<file path="src/rtl/fifo_mem.sv">
// Simple dual-port register array: synchronous write, registered read with read-enable.
// A read and write to the same address in one cycle returns the old word.
module fifo_mem #(
  parameter int B = 8,
  parameter int W = 4
) (
  input  logic         clk,
  input  logic         rst_n,
  input  logic         clr,
  input  logic         we,
  input  logic [W-1:0] waddr,
  input  logic [B-1:0] wdata,
  input  logic         re,
  input  logic [W-1:0] raddr,
  output logic [B-1:0] rdata
);

  logic [B-1:0] mem [2**W];
  logic [B-1:0] rdata_reg;

  always_ff @(posedge clk) begin
    if (we) mem[waddr] <= wdata;
  end

  // Output register is zeroed by reset/flush; the array itself is never cleared.
  always_ff @(posedge clk or negedge rst_n) begin
    if (!rst_n) rdata_reg <= '0;
    else if (clr) rdata_reg <= '0;
    else if (re) rdata_reg <= mem[raddr];
  end

  assign rdata = rdata_reg;

endmodule

</file>
<file path="src/rtl/fifo_lvl.sv">
// Synchronous FIFO with occupancy level, almost flags, sticky error flags,
// flush, and selectable standard / first-word-fall-through read mode.
module fifo_lvl #(
  parameter int    B      = 8,
  parameter int    W      = 4,
  parameter int    FWFT   = 0,
  parameter int    AF_LVL = (2**W) - 1,
  parameter int    AE_LVL = 1,
  parameter string NAME   = ""
) (
  input  logic         i_clk,
  input  logic         i_rst_n,
  input  logic         i_clr,
  input  logic         i_wr,
  input  logic [B-1:0] i_data,
  input  logic         i_rd,
  output logic [B-1:0] o_data,
  output logic         o_empty_n,
  output logic         o_full,
  output logic [W:0]   o_level,
  output logic         o_almost_full,
  output logic         o_almost_empty,
  output logic         o_ovf,
  output logic         o_udf
);

  localparam int DEPTH = 2**W;
  localparam int LW    = W + 1;

  logic [LW-1:0] level_reg, level_next;
  logic [W-1:0]  wr_ptr_reg, wr_ptr_next;
  logic [W-1:0]  rd_ptr_reg, rd_ptr_next;
  logic          ovf_reg, ovf_next;
  logic          udf_reg, udf_next;

  logic          empty_n, full;
  logic          rd_ok, wr_ok, rd_acc, wr_acc;
  logic          mem_we, mem_re;
  logic [B-1:0]  mem_q;

  assign empty_n = (level_reg != '0);
  assign full    = (level_reg == LW'(DEPTH));

  // Acceptance is judged on registered state; a flush suppresses both requests.
  assign rd_ok  = i_rd & empty_n;
  assign wr_ok  = i_wr & (~full | rd_ok);
  assign rd_acc = rd_ok & ~i_clr;
  assign wr_acc = wr_ok & ~i_clr;

  always_comb begin
    level_next  = level_reg;
    wr_ptr_next = wr_ptr_reg;
    rd_ptr_next = rd_ptr_reg;
    ovf_next    = ovf_reg;
    udf_next    = udf_reg;
    if (i_clr) begin
      level_next  = '0;
      wr_ptr_next = '0;
      rd_ptr_next = '0;
      ovf_next    = 1'b0;
      udf_next    = 1'b0;
    end else begin
      level_next = level_reg + LW'(wr_acc) - LW'(rd_acc);
      if (mem_we) wr_ptr_next = wr_ptr_reg + 1'b1;
      if (mem_re) rd_ptr_next = rd_ptr_reg + 1'b1;
      if (i_wr & ~wr_ok) ovf_next = 1'b1;
      if (i_rd & ~empty_n) udf_next = 1'b1;
    end
  end

  always_ff @(posedge i_clk or negedge i_rst_n) begin
    if (!i_rst_n) begin
      level_reg  <= '0;
      wr_ptr_reg <= '0;
      rd_ptr_reg <= '0;
      ovf_reg    <= 1'b0;
      udf_reg    <= 1'b0;
    end else begin
      level_reg  <= level_next;
      wr_ptr_reg <= wr_ptr_next;
      rd_ptr_reg <= rd_ptr_next;
      ovf_reg    <= ovf_next;
      udf_reg    <= udf_next;
    end
  end

  fifo_mem #(.B(B), .W(W)) u_mem (
    .clk   (i_clk),
    .rst_n (i_rst_n),
    .clr   (i_clr),
    .we    (mem_we),
    .waddr (wr_ptr_reg),
    .wdata (i_data),
    .re    (mem_re),
    .raddr (rd_ptr_reg),
    .rdata (mem_q)
  );

  generate
    if (FWFT != 0) begin : g_fwft
      // The head word lives either in the bypass register (written straight from
      // i_data when the FIFO has nothing else) or in the memory read register.
      logic         byp_sel_reg;
      logic [B-1:0] byp_data_reg;
      logic         bypass;

      assign bypass = wr_acc & ((level_reg == '0) | (rd_acc & (level_reg == LW'(1))));
      assign mem_we = wr_acc & ~bypass;
      assign mem_re = rd_acc & (level_reg > LW'(1));

      always_ff @(posedge i_clk or negedge i_rst_n) begin
        if (!i_rst_n) begin
          byp_sel_reg  <= 1'b1;
          byp_data_reg <= '0;
        end else if (i_clr) begin
          byp_sel_reg  <= 1'b1;
          byp_data_reg <= '0;
        end else if (bypass) begin
          byp_sel_reg  <= 1'b1;
          byp_data_reg <= i_data;
        end else if (mem_re) begin
          byp_sel_reg  <= 1'b0;
        end
      end

      assign o_data = byp_sel_reg ? byp_data_reg : mem_q;
    end else begin : g_std
      assign mem_we = wr_acc;
      assign mem_re = rd_acc;
      assign o_data = mem_q;
    end
  endgenerate

  assign o_empty_n      = empty_n;
  assign o_full         = full;
  assign o_level        = level_reg;
  assign o_almost_full  = (32'(level_reg) >= AF_LVL);
  assign o_almost_empty = (32'(level_reg) <= AE_LVL);
  assign o_ovf          = ovf_reg;
  assign o_udf          = udf_reg;

`ifndef SYNTHESIS
  initial begin
    if (AF_LVL < 0 || AF_LVL > DEPTH || AE_LVL < 0 || AE_LVL >= DEPTH)
      $error("fifo_lvl %s: bad thresholds AF_LVL=%0d AE_LVL=%0d DEPTH=%0d",
             NAME, AF_LVL, AE_LVL, DEPTH);
  end

  always @(posedge i_clk) begin
    if (i_rst_n && (level_next != level_reg || wr_ptr_next != wr_ptr_reg ||
        rd_ptr_next != rd_ptr_reg || ovf_next != ovf_reg || udf_next != udf_reg))
      $display("[%s] wr_ptr=%0d rd_ptr=%0d level=%0d ovf=%b udf=%b",
               NAME, wr_ptr_next, rd_ptr_next, level_next, ovf_next, udf_next);
  end
`endif

endmodule

</file>
<file path="config.mk">
export PLATFORM = sky130hd
export DESIGN_NAME = fifo_lvl
export DESIGN_NICKNAME = d
export VERILOG_FILES = /design/src/rtl/fifo_mem.sv /design/src/rtl/fifo_lvl.sv
export SDC_FILE = /design/constraint.sdc
export NUM_CORES = 1
export LEC_CHECK = 0
export BUFFER_PORTS_ARGS = -buffer_cell sky130_fd_sc_hd__buf_4
export CORE_ASPECT_RATIO = 1.25
export CORE_MARGIN = 2
export CORE_UTILIZATION = 60
export DETAILED_ROUTE_END_ITERATION = 10
export HOLD_SLACK_MARGIN = 0.06
export PLACE_DENSITY = 0.77
export SETUP_SLACK_MARGIN = 0.2
export SYNTH_ARGS = -nofsm -noshare
export SYNTH_HDL_FRONTEND = slang
export SYNTH_SLANG_ARGS = --single-unit
</file>
<file path="constraint.sdc">
create_clock -name i_clk -period 5.1 [get_ports i_clk]
set_input_delay 0.51 -clock i_clk [delete_from_list [all_inputs] [get_ports i_clk]]
set_output_delay 0.51 -clock i_clk [all_outputs]
set_load 0.02 [all_outputs]
</file>
* After elaboration in Yosys (flattened, before gate mapping) *
Memory sizes are Yosys's and may differ from the RTL's.
Index checks and enable logic that the tools add are counted.

word-level totals
  memories = 1
  input bits = 13
  bits in registers = 23
  memory bits (writable) = 128
  output and inout bits = 19
  bits in latches = 0
  bits in read-only memories = 0
  logic and storage cells = 43

operators by class
  shift operators = 0
  reduce and logical (&&, ||, !) cells = 5
  magnitude comparators = 2
  bitwise gates (word level) = 11
  divide/modulo/power cells = 0
  equality and inequality tests = 1
  add/sub/neg operators = 4
  multiplexer cells = 13
  multiply operators = 0

memories
  name       depth  width  read ports  clocked after memory_dff  write ports  line            text
  u_mem.mem  16     8      1           0                         1            fifo_mem.sv:18  logic [B-1:0] mem [2**W];

operators by type and width
  cell                 count
  $mux 4               4
  $mux 8               2
  $add 4x1->4 const B  2
  $reduce_bool 2->1    4
  $and 1x1->1          6
  $mux 1               6
  $add 5x1->5          1
  $eq 5x5->1 const B   1
  $ge 5x4->1 const B   1
  $le 5x1->1 const B   1
  $mux 5               1
  $reduce_bool 5->1    1
  $sub 5x1->5          1
  $not 1->1            4
  $or 1x1->1           1

* Logic depth before layout (Yosys ltp) *
Gate-level depths: netlist of run 1.

  word-level depth = 8
  mapped depth = 16
  depth with buffers taken out = 14

* Hierarchy *
Synthesis of run 1 repeated with hierarchy kept, for this count alone.

unflattened totals
  cell total of the unflattened synthesis = 424
  area, all modules = 6462.4 um^2

by module, submodules not included
  module    area an instance (um^2)  instances  cells each  sequential area each (um^2)
  fifo_mem  5398.9                   1          317         4043.9
  fifo_lvl  1063.5                   1          107         375.4

* Worst setup path after synthesis of run 1 *
OpenSTA, ideal clock, no wires.

  path kind = register -> register
  start point = reg level_reg[2] (netlist: o_level[2])
  end point = reg level_reg[4] (netlist: o_level[4])
  stages on the path, launching flop included = 17
  slack = 2.032 ns
  buffers on the path = 2
  arrival time = 2.936 ns
  library setup time = 0.132 ns
  clock period less this slack = 3.068 ns
  cell sequence = dfrtp_1 > inv_1 > ha_1 > or4b_4 > buf_6 > nand2_8 > buf_6 > nor2_1 > ha_1 > inv_1 > ha_1 > inv_1 > fa_1 > o21bai_1 > a21oi_1 > xnor2_1 > nor2_1

between the ends
  cells in the longest elaborated chain, start to end = 8
  elaborated cells on any way between the ends = 11

RTL lines
  item                      line            text
  start: declaration        fifo_lvl.sv:30  logic [LW-1:0] level_reg, level_next;
  start signal: assignment  fifo_lvl.sv:79  level_reg <= level_next;
  $reduce_bool 5->1 *       fifo_lvl.sv:41  assign empty_n = (level_reg != '0);
  net o_empty_n             fifo_lvl.sv:18  output logic o_empty_n,
  $and 1x1->1 *             fifo_lvl.sv:45  assign rd_ok = i_rd & empty_n;
  $or 1x1->1                fifo_lvl.sv:46  assign wr_ok = i_wr & (~full | rd_ok);
  $and 1x1->1               fifo_lvl.sv:46
  $and 1x1->1               fifo_lvl.sv:48  assign wr_acc = wr_ok & ~i_clr;
  $add 5x1->5               fifo_lvl.sv:63  level_next = level_reg + LW'(wr_acc) - LW'(rd_acc);
  $sub 5x1->5 *             fifo_lvl.sv:63
  $mux 5 *                  fifo_lvl.sv:56  if (i_clr) begin
  net level_next[4]         fifo_lvl.sv:30

Mark *: on every way through the listed nets, which the timed path passes. The rest lies on a longest branch.
A chain may end at the register's enable or synchronous reset.

* Final worst setup path of run 1 *
  start point = reg level_reg[2] (netlist: o_level[2])
  end point = reg level_reg[4] (netlist: o_level[4])

between the ends
  cells in the longest elaborated chain, start to end = 8
  elaborated cells on any way between the ends = 11

RTL lines
  item                                                    line
  $reduce_bool 5->1 / $eq 5x5->1 (equally long branches)  fifo_lvl.sv:41, fifo_lvl.sv:42
  $and 1x1->1 / $not 1->1 (equally long branches)         fifo_lvl.sv:45, fifo_lvl.sv:46
  $or 1x1->1                                              fifo_lvl.sv:46
  $and 1x1->1                                             fifo_lvl.sv:46
  $and 1x1->1                                             fifo_lvl.sv:48
  $add 5x1->5                                             fifo_lvl.sv:63
  $sub 5x1->5 *                                           fifo_lvl.sv:63
  $mux 5 *                                                fifo_lvl.sv:56
  net level_next[4]                                       fifo_lvl.sv:30

Marked as above.

==> results list, run 1 <==
- The flow ran to the end, and the final reports show no timing, DRC or antenna violations.
* Number of hold violations in the final report: 0
- The floorplan step defined a die boundary enclosing 11400 µm².
- Mux share of post-synthesis cell area: 14.2%
- Across all hold checks on the routed design, the worst slack comes to 0.364 ns.
* Hold-critical path depth: 3
- Switching share of power: 25.8%
* Vias in the first global route: 3343
- After floorplanning, the core was sized to cover 10200 µm².
- Ys flop type: sky130_fd_sc_hd__edfxtp_1
- From left edge to right edge, the die measures 95.9 µm.
* Nets: 406
* Syn nets: 370
- Maximum level of the CTS H-tree: 4
* Initial detailed-routing violation count: 233
* Post-synthesis compound-gate area fraction: 3.30%
* Synth Register Bits: 151
- Xor-xnor portion of the synthesized cell area: 0.967%
- Post-synthesis instance total: 339
- Clock skew after layout: 0.0128 ns
- Overall overflow remaining after global route: 0
* Number of placed instances, taps included: 484
- Buffers inserted during clock tree synthesis total 17.
- Maximum number of pins on one net before global-route repair: 35
- For the worst setup path, the data required time is 5.39 ns.
- Counting along the longest clock path gives a buffer depth of 2.
- During synthesis, Yosys emitted a total of 0 warnings.
- Count of flip-flops with a built-in enable after synthesis: 128
* Type of the tightest min-delay check: in2reg
* Share of the synthesized area in the top cell type: 60.6%
- For this run, the number of standard cells in the final layout without fillers is 517.
- Num Clock Sinks: 151
- Power per cell area: 459 nW/µm²
- Area leader, netlist: sky130_fd_sc_hd__edfxtp_1
- The final max-slew violation count came to 0.
- In this run the critical register-to-register path is launched from o_level[2].
- Of the available clock period, the critical path in the final layout requires 60.1%.
- Post-DP HPWL: 7.63 mm
* CP Class: reg2reg
- The initial antenna violation count came to 0.
- From synthesis to final layout, the design area changed by 14.2%.
* Adder-cell share of the synthesized area: 3.67%
- Measured against its own limit, the worst slew margin works out to 19.7%.
- After clock tree synthesis, the flow added hold-fix buffers numbering 1.
* PnR worst setup slack: 2.03 ns
- The analysis attributes to cell leakage a power of 2.48 nW.
- RSZ-0062 raised after global routing: no
* Register share of total power: 44.5%
- Worst Setup End Kind: register
* Routed vias: 3144
- Most area-consuming cells after synthesis: sky130_fd_sc_hd__edfxtp_1 (61%), sky130_fd_sc_hd__mux4_2 (11%), sky130_fd_sc_hd__dfrtp_1 (9.1%), sky130_fd_sc_hd__ha_1 (3.4%), sky130_fd_sc_hd__mux2i_1 (2.7%)
- Routed wire length: 12.4 mm
* Switching pwr: 858 µW
* Top-level I/O count: 32
- Pre-CTS WS: 2.00 ns
- The worst hold path begins at i_wr.
- Timing-limited maximum frequency: 326 MHz
- The worst setup path is launched from a register.
* Main combinational cell family by area after synthesis: multiplexers
- Subtracting the final worst setup slack from the clock period gives 3.07 ns.
- Buffers added to address setup during post-CTS repair amount to 0.
- Worst-skew pair later-pin latency: 0.42 ns
* Vert. Die Dim: 119 µm
- Global routing used 24.0% of the available tracks across all layers.
* Post-synthesis cell area: 6340 µm²
- Combinational logic burns 16.6% of the power.
* Drt pass-1 iters: 5
* Number of inserted diodes: 0
- First-pass GRT wire length: 19.1 mm
- Routability-driven placement congestion ratio: 0.729
- The tool flagged a number of max-cap violations equal to 0.
* DR WL/cell: 23.9 µm
- Data arrival time at the worst-slack endpoint: 3.36 ns
* Setup-violating endpoint count in the final report: 0
* Post-Synth Simple-Gate Area: 5.35%
- In this run the remaining antenna-violating nets after routing total 0.
* Sequential share of the synthesized area: 69.7%
* Average cell area after synthesis: 18.7 µm²
* Depth of the most critical reg-to-reg path: 14
- Setup_tns: 0 ns
- The share of total power dissipated in the clock network is 38.9%.
- At the end of the flow the core is filled with cells to 70.9%.
- The netlist uses 38 different library cells.
- Cells resized by post-CTS repair: 0
* Row count: 41
- In the final layout, the share of cells above drive strength 1 is 27.3%.
* Least-Margin Pin Slew: 1.20 ns
- Using the TritonRoute via totals, the vias-per-cell ratio works out to 6.08.
- Async set-reset flop share out of synthesis: 15.2%
* Initial core utilization: 62.1%
- IO buf count: 31
- In this run the critical register-to-register path is captured at o_level[4].
- FF-to-FF setup slack: 2.03 ns
* Hold worst-path end: o_ovf
* Worst IR Drop VDD: 0.272 mV
- TritonCTS built the clock tree.
- Clk pin slew, worst setup/hold paths: 0.06 ns
* DRC errors left: 0
- The register with the most flip-flops in the layout has 128 of them.
* Pint: 2.46 mW
- Largest fanout of any net on the critical path: 14
- Clock root buffer: sky130_fd_sc_hd__clkbuf_16
[power by group through the flow]
stage / Sequential, mW / Combinational, mW / Clock (mW)
2_1_floorplan: 1.51 / 0.373 / 0
3_3_place_gp: 1.50 / 0.543 / 0
3_5_place_dp: 1.50 / 0.554 / 0
4_1_cts: 1.48 / 0.560 / 1.31
5_1_grt: 1.48 / 0.615 / 1.36
6_report: 1.48 / 0.552 / 1.29
[worst max-delay path, stage by stage (launching register included)]
cell                       delay (ns)
sky130_fd_sc_hd__dfrtp_1         0.42
sky130_fd_sc_hd__inv_1           0.15
sky130_fd_sc_hd__ha_1            0.21
sky130_fd_sc_hd__or4b_4          0.55
sky130_fd_sc_hd__nand2_8         0.15
sky130_fd_sc_hd__nor2_1          0.05
sky130_fd_sc_hd__ha_1            0.29
sky130_fd_sc_hd__inv_1           0.06
sky130_fd_sc_hd__ha_1            0.16
sky130_fd_sc_hd__inv_1           0.05
sky130_fd_sc_hd__fa_1            0.42
sky130_fd_sc_hd__o21bai_1        0.18
sky130_fd_sc_hd__a21oi_1         0.09
sky130_fd_sc_hd__xnor2_1         0.13
sky130_fd_sc_hd__nor2_1          0.05
[cells by family after synthesis]
kind of cell    count (synthesis)
compound gates                 22
simple gates                   62
fa+ha+maj                      18
mux                            50
xor+xnor                        7
flops                         151
buf+inv                        29
[per-stage QoR]
step	power [mW]	area, µm²
final	3.32	7240
after global routing	3.46	7240
after CTS	3.35	7240
after detailed placement	2.06	6620
after global placement	2.04	6620
after floorplan	1.88	6340
[per-layer routing]
metal | track usage [%] | share of wire, % | up-vias
met5 | 0 | 0 | -
met2 | 38.7 | 52 | 103
met4 | 8.75 | 1.7 | 0
li1 | - | - | 1396
met1 | 31.2 | 41 | 1628
met3 | 6.45 | 5.4 | 17
[cells in the mapped netlist, drive strengths merged, types with 2 or more instances]
cell    instances
edfxtp        128
nand2           9
xor2            3
o221ai          8
clkbuf          4
nor2b           2
inv            12
nand3           3
o21ai           2
a21oi           5
nor2           30
dfrtp          23
nand2b          2
or3             3
xnor2           4
mux4           32
o21bai          2
buf            13
and3            2
ha             17
mux2i          17
nand3b          8
[worst max path at each step]
stage / start / endpoint / depth (start not counted)
floorplan: o_level[2] / o_level[4] / 16
global placement: o_level[2] / o_level[4] / 14
detailed placement: o_level[2] / o_level[4] / 14
CTS: o_level[2] / o_level[4] / 14
global route: o_level[2] / o_level[4] / 14
finish: o_level[2] / o_level[4] / 14
[layout make-up]
class,count,area (µm²)
tap,129,161
clock buffer,19,433
inverter,12,45.0
multi-input combinational,159,1740
fill,640,2970
clock inverter,13,178
timing repair buffer,34,258
sequential,151,4420
[cells in the final DEF (no fill, tap or decap), types with 2 or more instances in the layout]
cell,count
sky130_fd_sc_hd__nor2_1,30
sky130_fd_sc_hd__clkinvlp_4,2
sky130_fd_sc_hd__ha_1,17
sky130_fd_sc_hd__o221ai_2,8
sky130_fd_sc_hd__o21bai_1,2
sky130_fd_sc_hd__clkbuf_1,2
sky130_fd_sc_hd__clkinv_1,3
sky130_fd_sc_hd__nand2b_1,2
sky130_fd_sc_hd__mux4_2,32
sky130_fd_sc_hd__xnor2_1,4
sky130_fd_sc_hd__edfxtp_1,128
sky130_fd_sc_hd__inv_6,2
sky130_fd_sc_hd__a21oi_1,5
sky130_fd_sc_hd__bufinv_16,4
sky130_fd_sc_hd__or3_1,2
sky130_fd_sc_hd__nand3b_1,8
sky130_fd_sc_hd__nand2_1,8
sky130_fd_sc_hd__mux2i_1,17
sky130_fd_sc_hd__clkbuf_16,17
sky130_fd_sc_hd__inv_1,12
sky130_fd_sc_hd__dfrtp_1,22
sky130_fd_sc_hd__xor2_1,3
sky130_fd_sc_hd__and3_1,2
sky130_fd_sc_hd__buf_4,33
sky130_fd_sc_hd__o21ai_0,2
sky130_fd_sc_hd__nand3_1,3
sky130_fd_sc_hd__nor2b_1,2
(Power assumes the default switching activity.)
==> run 2, diff against run 1 <==
ABC_AREA = 1   (was default)
CORE_UTILIZATION = 55   (was 60)
PLACE_DENSITY = 0.74   (was 0.77)
clock period = 2.8 ns   (was 5.1 ns; I/O delays follow)
==> run 2 against run 1 <==
Against the previous run: fmax grew 18%; global-route usage grew 0.36 points; routed wire length grew 28%; via count grew 54%; critical path depth grew 4; synthesized cell count grew 100%; non-clock buffer count grew 28; critical path type unchanged.
==> results list, run 2 <==
- Maxcap violations: 0 (unchanged)
- IO buf count: 31 (unchanged)
* Initial core utilization: 56.3% (-5.7 points)
- The worst stage delay on the critical path is 0.41 ns (-0.14 ns).
- The setup TNS after final layout came to 0 ns (unchanged).
- Count of flip-flops with a built-in enable after synthesis: 128 (unchanged)
- The required time at the worst-slack endpoint is 3.11 ns (-2.28 ns).
* Cell types with the highest counts after synthesis: sky130_fd_sc_hd__nand2_1 (209), sky130_fd_sc_hd__edfxtp_1 (128), sky130_fd_sc_hd__inv_1 (117), sky130_fd_sc_hd__nand3_1 (110), sky130_fd_sc_hd__nor2_1 (25)
- The via count of the first global-routing pass is 4787 (+43%).
- Largest fanout of any net on the critical path: 3 (-11)
* Vert. Die Dim: 129 µm (+8.3%)
* Final Util: 66.1% (-4.8 points)
* Startpoint Class: register
- The number of vias per cell after detailed routing came to 5.29 (-13%).
- DR WL/cell: 17.3 µm (-28%)
* Launch point of the worst path: o_level[3]
- Clock root buffer: sky130_fd_sc_hd__clkbuf_16
* Share of the synthesized area in the top cell type: 56.1% (-4.6 points)
- Standard cell with the maximum stage delay on the critical path: sky130_fd_sc_hd__dfrtp_2
- The cell total after placement was 873 (+80%).
- sky130_fd_sc_hd__edfxtp_1 takes more of the synthesized area than any other cell.
- Max transition margin: 56.7% (+37 points)
* Clk pin slew, worst setup/hold paths: 0.06 ns (about the same)
* FF-to-FF setup slack: 0.19 ns (-1.84 ns)
* Worst min-delay path startpoint: i_clr
* Data arrival time at the worst-slack endpoint: 2.92 ns (-0.44 ns)
* Most area-consuming cells after synthesis: sky130_fd_sc_hd__edfxtp_1 (56%), sky130_fd_sc_hd__nand2_1 (11%), sky130_fd_sc_hd__dfrtp_1 (8.4%), sky130_fd_sc_hd__nand3_1 (8.0%), sky130_fd_sc_hd__inv_1 (6.4%)
- The iteration-0 DRC count of the detailed router came to 469 (+100%).
- Type of the tightest min-delay check: in2reg
- The top-level port count is 32 (unchanged).
- Nets: 772 (+90%)
* Worst flop-to-flop path startpoint: o_level[3]
* Ys flop type: sky130_fd_sc_hd__edfxtp_1
- CP Class: reg2reg
* Number of flip-flops under the largest register name: 128 (unchanged)
- The number of endpoints with negative hold slack in the final report is 0 (unchanged).
- Chip width: 104 µm (+8.2%)
* Clock skew after layout: 0.00654 ns (-0.00627 ns)
- The combined buffer and inverter count along the critical path came to 5 (+2).
- STA classifies the critical path endpoint as a register.
* Sequential share of the synthesized area: 64.5% (-5.2 points)
- The total overflow reported by the global router is 0 (unchanged).
- The via count of the routed design came to 4852 (+54%).
* Final cell count without fillers: 918 (+78%)
- The final max-slew violation count is 0 (unchanged).
* Routability-driven placement congestion ratio: 0.890 (+22%)
- Maximum buffer depth of the clock tree: 2 (unchanged)
- The worst supply voltage drop on vdd came to 0.650 mV (+140%).
- The library cell used most frequently in the layout, excluding fill and tap cells, is sky130_fd_sc_hd__nand2_1.
- The number of different library cells in the post-synthesis netlist is 24 (-37%).
- Core Region: 12200 µm² (+19%)
- Result of the run: finished, final reports clean
- Leakage power summed over all cells: 3.57 nW (+44%)
- The cell area power density is 840 nW/µm² (+83%).
* Worst-skew pair later-pin latency: 0.42 ns (about the same)
- Syn nets: 719 (+94%)
- Async set-reset flop share out of synthesis: 15.2% (unchanged)
* Synth Register Bits: 151 (unchanged)
- Post-synthesis instance total: 688 (+100%)
- The aggregate global-route resource usage came to 24.3% (+0.36 points).
- The worst slack on hold paths came to 0.131 ns (-0.232 ns).
* Post-synthesis cell area: 6850 µm² (+8.1%)
- The first-pass iteration count of the detailed router is 6 (+1).
- Routed wire length: 15.8 mm (+28%)
- Antenna-violating nets left: 0 (unchanged)
- The post-synthesis average cell area came to 9.96 µm² (-47%).
- Share of final-layout standard cells stronger than drive strength 1: 15.3% (-12 points)
- The most common cell in the synthesized netlist is sky130_fd_sc_hd__nand2_1.
* Setup-violating endpoint count in the final report: 0 (unchanged)
* Timing-limited maximum frequency: 383 MHz (+18%)
* Number of inserted diodes: 0 (unchanged)
* Area of placed instances: 7300 µm² (+10%)
- The post-route clock period utilization was 93.2% (+33 points).
- Worst path most repeated cell: sky130_fd_sc_hd__inv_2
* Least-Margin Pin Slew: 0.647 ns (-0.557 ns)
- TritonCTS built the clock tree.
- DRC errors left: 0 (unchanged)
* Antenna violations before repair: 0 (unchanged)
* Cell family contributing the most delay on the critical path: adder cells
* Maximum level of the CTS H-tree: 4 (unchanged)
- Total die area: 13400 µm² (+17%)
* Top library cells by usage in the layout, fill and taps aside: sky130_fd_sc_hd__nand2_1 (205), sky130_fd_sc_hd__edfxtp_1 (128), sky130_fd_sc_hd__inv_1 (111), sky130_fd_sc_hd__nand3_1 (109), sky130_fd_sc_hd__buf_4 (60)
- RSZ-0062 raised after global routing: yes
- Synthesis-to-finish area growth: 17.3%
- First-pass GRT wire length: 24.4 mm (+28%)
- Row count: 45 (+9.8%)
* Maximum number of pins on one net before global-route repair: 57 (+63%)
- Worst-path cell chain: inv_2, ha_4, inv_2, nor2_4, nand2_2, nor2_4, nand2_2, nand2_2, nor2_4, inv_2, ha_4, inv_2, ha_4, inv_2, fa_2, o31ai_4, xor2_1, nor2_1
* Number of clock buffers inserted by TritonCTS: 17 (unchanged)
- Time the final worst path needs with I/O delays and setup: 2.61 ns (-0.458 ns)
- The area of all placed cells without fillers came to 8040 µm² (+11%).
- The number of synthesis warnings is 0 (unchanged).
* Num Clock Sinks: 151 (unchanged)
- Post-DP HPWL: 9.69 mm (+27%)
run 2: cell types whose count changed after synthesis, moves of 9 or more:
| cell | previous run | this run |
|---|---|---|
| sky130_fd_sc_hd__nand3_1 | 3 | 110 |
| sky130_fd_sc_hd__nand2_1 | 8 | 209 |
| sky130_fd_sc_hd__mux4_2 | 32 | 0 |
| sky130_fd_sc_hd__mux2i_1 | 17 | 0 |
| sky130_fd_sc_hd__inv_1 | 12 | 117 |
| sky130_fd_sc_hd__buf_2 | 4 | 13 |
run 2: metrics by stage:
step | total power, mW | setup WS, ns
after floorplan | 3.89 | 0.0865
after global placement | 4.35 | 0.112
after detailed placement | 4.40 | -0.000151
after CTS | 6.68 | 0.141
after global routing | 7.09 | 0.0978
final | 6.75 | 0.191
run 2: power by group:
part           total (mW)  switching, mW  internal, mW  leakage (nW)
clock network        2.16          0.859          1.30         0.256
logic                1.94           1.24         0.705          1.85
registers            2.65          0.100          2.55          1.46
run 2: final cells by class:
cell class | instances | area (µm²)
clock buffer | 19 | 433
fill | 913 | 4130
clock inverter | 13 | 131
multi-input combinational | 388 | 1920
inverter | 121 | 454
sequential | 151 | 4420
timing repair buffer | 62 | 472
tap | 164 | 205
run 2: routing by layer:
| layer | up-vias | part of all wire (%) | global-route usage, % |
|---|---|---|---|
| met2 | 177 | 53 | 44.1 |
| li1 | 2308 | - | - |
| met4 | 0 | 3.4 | 10.9 |
| met3 | 43 | 4.7 | 4.71 |
| met5 | - | 0 | 0 |
| met1 | 2324 | 39 | 28.2 |
run 2: final timing paths:
check | cells past startpoint | to
worst max register to register | 18 | o_level[4]
min in group asynchronous | 2 | u_mem.rdata[2]
worst max-delay path | 18 | o_level[4]
worst min register to register | 2 | u_mem.rdata[4]
worst min-delay path | 2 | o_level[4]
max in group asynchronous | 2 | o_level[2]
run 2: cell families (layout without fill, tap and decap cells):
logic type	count (synthesis)	count (layout)	synth area share [%]
buf+inv	149	215	9.00
xor+xnor	4	4	0.511
simple gates	348	348	21.2
fa+ha+maj	18	18	3.40
compound gates	18	18	1.41
flops	151	151	64.5
run 2: timing repair:
| item | CTS | global route |
|---|---|---|
| pin swaps | 8 | 6 |
| buffers inserted | 9 | 3 |
| hold buffers | 1 | 0 |
| hold endpoints to repair | 23 | 0 |
| gates resized for setup | 12 | 5 |
| setup endpoints to repair | 2 | 2 |
run 2: worst reg2reg max path, delay by kind of cell, from the launching register on:
kind                     cells  cell delay, ns
adder cells (fa/ha/maj)      4            0.82
AND/OR/NAND/NOR              7            0.58
buffers and inverters        5            0.31
AO/OA/AOI/OAI                1            0.22
XOR/XNOR                     1            0.16
flip-flops                   1            0.41
==> run 3, diff against run 2 <==
ABC_AREA = 0   (was 1)
ABC_CLOCK_PERIOD_IN_PS = 2800   (was default)
PLACE_DENSITY = 0.75   (was 0.74)
SYNTH_HIERARCHICAL = 1   (was default)
==> run 3 against run 2 <==
Against the previous run: synthesized cell count decreased by 38%; flip-flop and latch count did not move; area after synthesis shrank 5.7%; final cell count down 30%; via count decreased by 21%; fmax fell by 0.54%; worst setup slack worse by 0.014 ns; hold slack better by 0.050 ns; global-route usage down 1.4 points; register-to-register slack about the same; sequential power up 2%; largest cell class unchanged.
==> results list, run 3 <==
- Ratio of final minimum period to clock period: 93.7% (+0.51 points)
* CP Class: reg2reg
* DRC errors left: 0 (unchanged)
* DR WL/cell: 21.0 µm (+22%)
* RSZ-0062 raised after global routing: yes
- The antenna diode count came to 0 (unchanged).
* Row count: 44 (-2.2%)
* Maximum number of pins on one net before global-route repair: 41 (-28%)
* Fillers: 755 (-17%)
- Total track usage: 22.9% (-1.4 points)
* Startpoint Class: register
- Cell types with the highest counts after synthesis: sky130_fd_sc_hd__edfxtp_1 (128), sky130_fd_sc_hd__mux2i_1 (65), sky130_fd_sc_hd__nand2_1 (26), sky130_fd_sc_hd__nor2_1 (26), sky130_fd_sc_hd__a22oi_1 (25)
- Number of hold violations in the final report: 0 (unchanged)
* Count leader, synth: sky130_fd_sc_hd__edfxtp_1
- The number of standard cells in the final layout excluding fillers was 647 (-30%).
- Chip width: 101 µm (-2.8%)
- Power per cell area: 832 nW/µm² (-0.95%)
- The cell total after placement is 596 (-32%).
- The number of synthesis warnings is 6 (+6).
- Summed over all instances, the cell type with the most area after synthesis is sky130_fd_sc_hd__edfxtp_1.
- Maximum level of the CTS H-tree: 4 (unchanged)
- Sequential share of the synthesized area: 68.4% (+3.9 points)
- Top library cells by usage in the layout, fill and taps aside: sky130_fd_sc_hd__edfxtp_1 (128), sky130_fd_sc_hd__buf_4 (69), sky130_fd_sc_hd__mux2i_1 (65), sky130_fd_sc_hd__nand2_1 (26)
- The last weighted congestion value of the routability-driven placer is 0.810 (-9.0%).
- Worst Setup End Kind: register
- The required time at the worst-slack endpoint is 3.07 ns (-0.04 ns).
- The worst slack at placement was 0.0911 ns (+0.0913 ns).
- The number of flops mapped to enable cells by yosys came to 128 (unchanged).
- Ys flop type: sky130_fd_sc_hd__edfxtp_1
- Clk pin slew, worst setup/hold paths: 0.06 ns (about the same)
* Max transition margin: 47.7% (-9.0 points)
- TritonCTS built the clock tree.
- Largest fanout of any net on the critical path: 4 (+1)
- The total core area came to 11600 µm² (-4.9%).
- Worst-path cell chain: inv_4, ha_4, nand4bb_4, buf_4, buf_4, buf_4, buf_4, buf_4, buf_4, buf_4, buf_4, buf_4, buf_4, buf_4, o21ai_2, o311ai_2
- Initial detailed-routing violation count: 314 (-33%)
- Result of the run: finished, final reports clean
- Standard cell with the maximum stage delay on the critical path: sky130_fd_sc_hd__dfrtp_2
- First-pass GRT wire length: 21.2 mm (-13%)
- Share of the synthesized area in the top cell type: 59.5% (+3.4 points)
- The routed wire length came to 13.6 mm (-14%).
- Number of flip-flops under the largest register name: 128 (unchanged)
- Post-DP HPWL: 8.64 mm (-11%)
- The layout cell share with drive strength beyond 1 was 25.9% (+11 points).
- Post-synthesis cell area: 6460 µm² (-5.7%)
- Area of placed instances: 6910 µm² (-5.4%)
* Post-synthesis instance total: 424 (-38%)
- The total design power is 6.42 mW (-5.0%).
- The clock latency on the worst-skew pair was 0.42 ns (about the same).
- Worst IR Drop VDD: 0.493 mV (-24%)
* Initial core utilization: 55.9% (-0.45 points)
- The final critical delay including setup and external delays was 2.62 ns (+0.0142 ns).
- The floorplan die area came to 12600 µm² (-5.5%).
- Compared with the post-synthesis result, the final layout area differs by 19.3%.
- Vias in the first global route: 3941 (-18%)
* Antenna-violating nets left: 0 (unchanged)
* Worst path most repeated cell: sky130_fd_sc_hd__buf_4
* Timing-limited maximum frequency: 381 MHz (-0.54%)
- In this design, the largest share of critical-path delay is due to buffers and inverters.
* Least-Margin Pin Slew: 0.784 ns (+0.137 ns)
* Bufs and invs on worst path: 12 (+7)
* Synth Register Bits: 151 (unchanged)
- Routed vias: 3830 (-21%)
* Routed vias/inst: 5.92 (+12%)
- The post-route clock skew came to 0.00734 ns (+0.000795 ns).
- Maximum buffer depth of the clock tree: 2 (unchanged)
- The post-synth net total was 452 (-37%).
- The async set or reset register ratio after synthesis was 15.2% (unchanged).
* Number of pins with negative max-slew slack in the final report: 0 (unchanged)
- The cell sitting at the root of the clock tree is a sky130_fd_sc_hd__clkbuf_16.
* Average cell area after synthesis: 15.2 µm² (+53%)
- The leakage dissipation was 2.82 nW (-21%).
* Num Clock Sinks: 151 (unchanged)
- Nets: 524 (-32%)
- Delay of the slowest cell on the worst path: 0.43 ns (+0.02 ns)
- The first-pass iteration count of the detailed router was 4 (-2).
- PnR worst setup slack: 0.176 ns (-0.0142 ns)
- In this run the worst hold path is classified as in2reg.
- The vertical die dimension came to 125 µm (-2.8%).
- Top-level I/O count: 32 (unchanged)
* Leading cell type in the layout, fill and taps excluded: sky130_fd_sc_hd__edfxtp_1
* Setup_tns: 0 ns (unchanged)
- The area of all placed cells without fillers is 7710 µm² (-4.0%).
- The number of input and output port buffers inserted came to 31 (unchanged).
- Post-synthesis cell type count: 46 (+92%)
- The number of clock buffers inserted by TritonCTS is 17 (unchanged).
- Antenna violations before repair: 0 (unchanged)
- Most area-consuming cells after synthesis: sky130_fd_sc_hd__edfxtp_1 (59%), sky130_fd_sc_hd__mux2i_1 (10%), sky130_fd_sc_hd__dfrtp_1 (8.9%), sky130_fd_sc_hd__a22oi_1 (2.9%), sky130_fd_sc_hd__ha_1 (2.7%)
- Overall overflow remaining after global route: 0 (unchanged)
- Data arrival time at the worst-slack endpoint: 2.89 ns (-0.03 ns)
* Maxcap violations: 0 (unchanged)
- Setup-violating endpoint count in the final report: 0 (unchanged)
-- run 3: area by class of cell --
type / count / area, µm² / area share, %
Sequential cell: 151 / 4430 / 57.4
Multi-Input combinational cell: 243 / 1910 / 24.8
Timing Repair Buffer: 71 / 548 / 7.11
Clock buffer: 17 / 425 / 5.52
Clock inverter: 15 / 179 / 2.32
Tap cell: 138 / 173 / 2.24
Inverter: 12 / 50.0 / 0.649
-- run 3: cell families (layout without fill, tap and decap cells) --
logic type                 Yosys count  count (layout)  synth area share (%)
AOI/OAI and AO/OA                   43              43                  4.74
xor gates and xnor gates             1               1                 0.136
adders and majority gates           15              15                  3.02
buffers and inverters               30             115                  3.29
DFF                                151             151                  68.4
muxes                               71              71                  11.2
and+or+nand+nor                    113             113                  9.20
-- run 3: path summary, 6_finish.rpt --
path / startpoint / cells past startpoint / slack, ns / end
worst max-delay path: o_level[2] / 16 / 0.18 / wr_ptr_reg[2]
worst min-delay path: i_rd / 3 / 0.18 / rd_ptr_reg[1]
worst max register to register: o_level[2] / 16 / 0.18 / wr_ptr_reg[2]
worst min register to register: u_mem/rdata[4] / 2 / 0.48 / u_mem/rdata[4]
max in group asynchronous: i_rst_n / 2 / 2.21 / rd_ptr_reg[0]
min in group asynchronous: i_rst_n / 2 / 0.30 / o_level[2]
-- run 3: report_power, final --
part,leakage [nW],internal (mW),switching (mW)
sequential,1.46,2.53,0.169
combinational,1.08,0.707,0.736
clock,0.288,1.40,0.873
-- run 3: through the flow --
stage                     utilization [%]  hold WS (ns)
after floorplan                         -       -0.0156
final                                66.7         0.181
after global routing                 66.7         0.184
after global placement               59.8         0.206
after CTS                            66.0         0.143
after detailed placement             59.8         0.209
-- run 3: per-layer routing --
metal	GRT usage (%)	part of all wire [%]
met4	8.51	2.2
met2	38.9	53
met1	27.7	40
met5	0	0
met3	6.37	5.0
-- run 3: repair_timing --
item	CTS	global route
buffers inserted	15	3
pin swaps	3	6
hold endpoints to repair	23	0
setup endpoints to repair	9	10
gates resized for setup	0	10
hold buffers	1	0
-- run 3: worst reg2reg max path: stages, from the launching register on --
cell and delay [ns]:
sky130_fd_sc_hd__dfrtp_2 0.43, sky130_fd_sc_hd__inv_4 0.08, sky130_fd_sc_hd__ha_4 0.15, sky130_fd_sc_hd__nand4bb_4 0.12
sky130_fd_sc_hd__buf_4 0.16, sky130_fd_sc_hd__buf_4 0.12, sky130_fd_sc_hd__buf_4 0.12, sky130_fd_sc_hd__buf_4 0.13
sky130_fd_sc_hd__buf_4 0.13, sky130_fd_sc_hd__buf_4 0.12, sky130_fd_sc_hd__buf_4 0.12, sky130_fd_sc_hd__buf_4 0.12
sky130_fd_sc_hd__buf_4 0.12, sky130_fd_sc_hd__buf_4 0.12, sky130_fd_sc_hd__buf_4 0.14, sky130_fd_sc_hd__o21ai_2 0.14
sky130_fd_sc_hd__o311ai_2 0.14
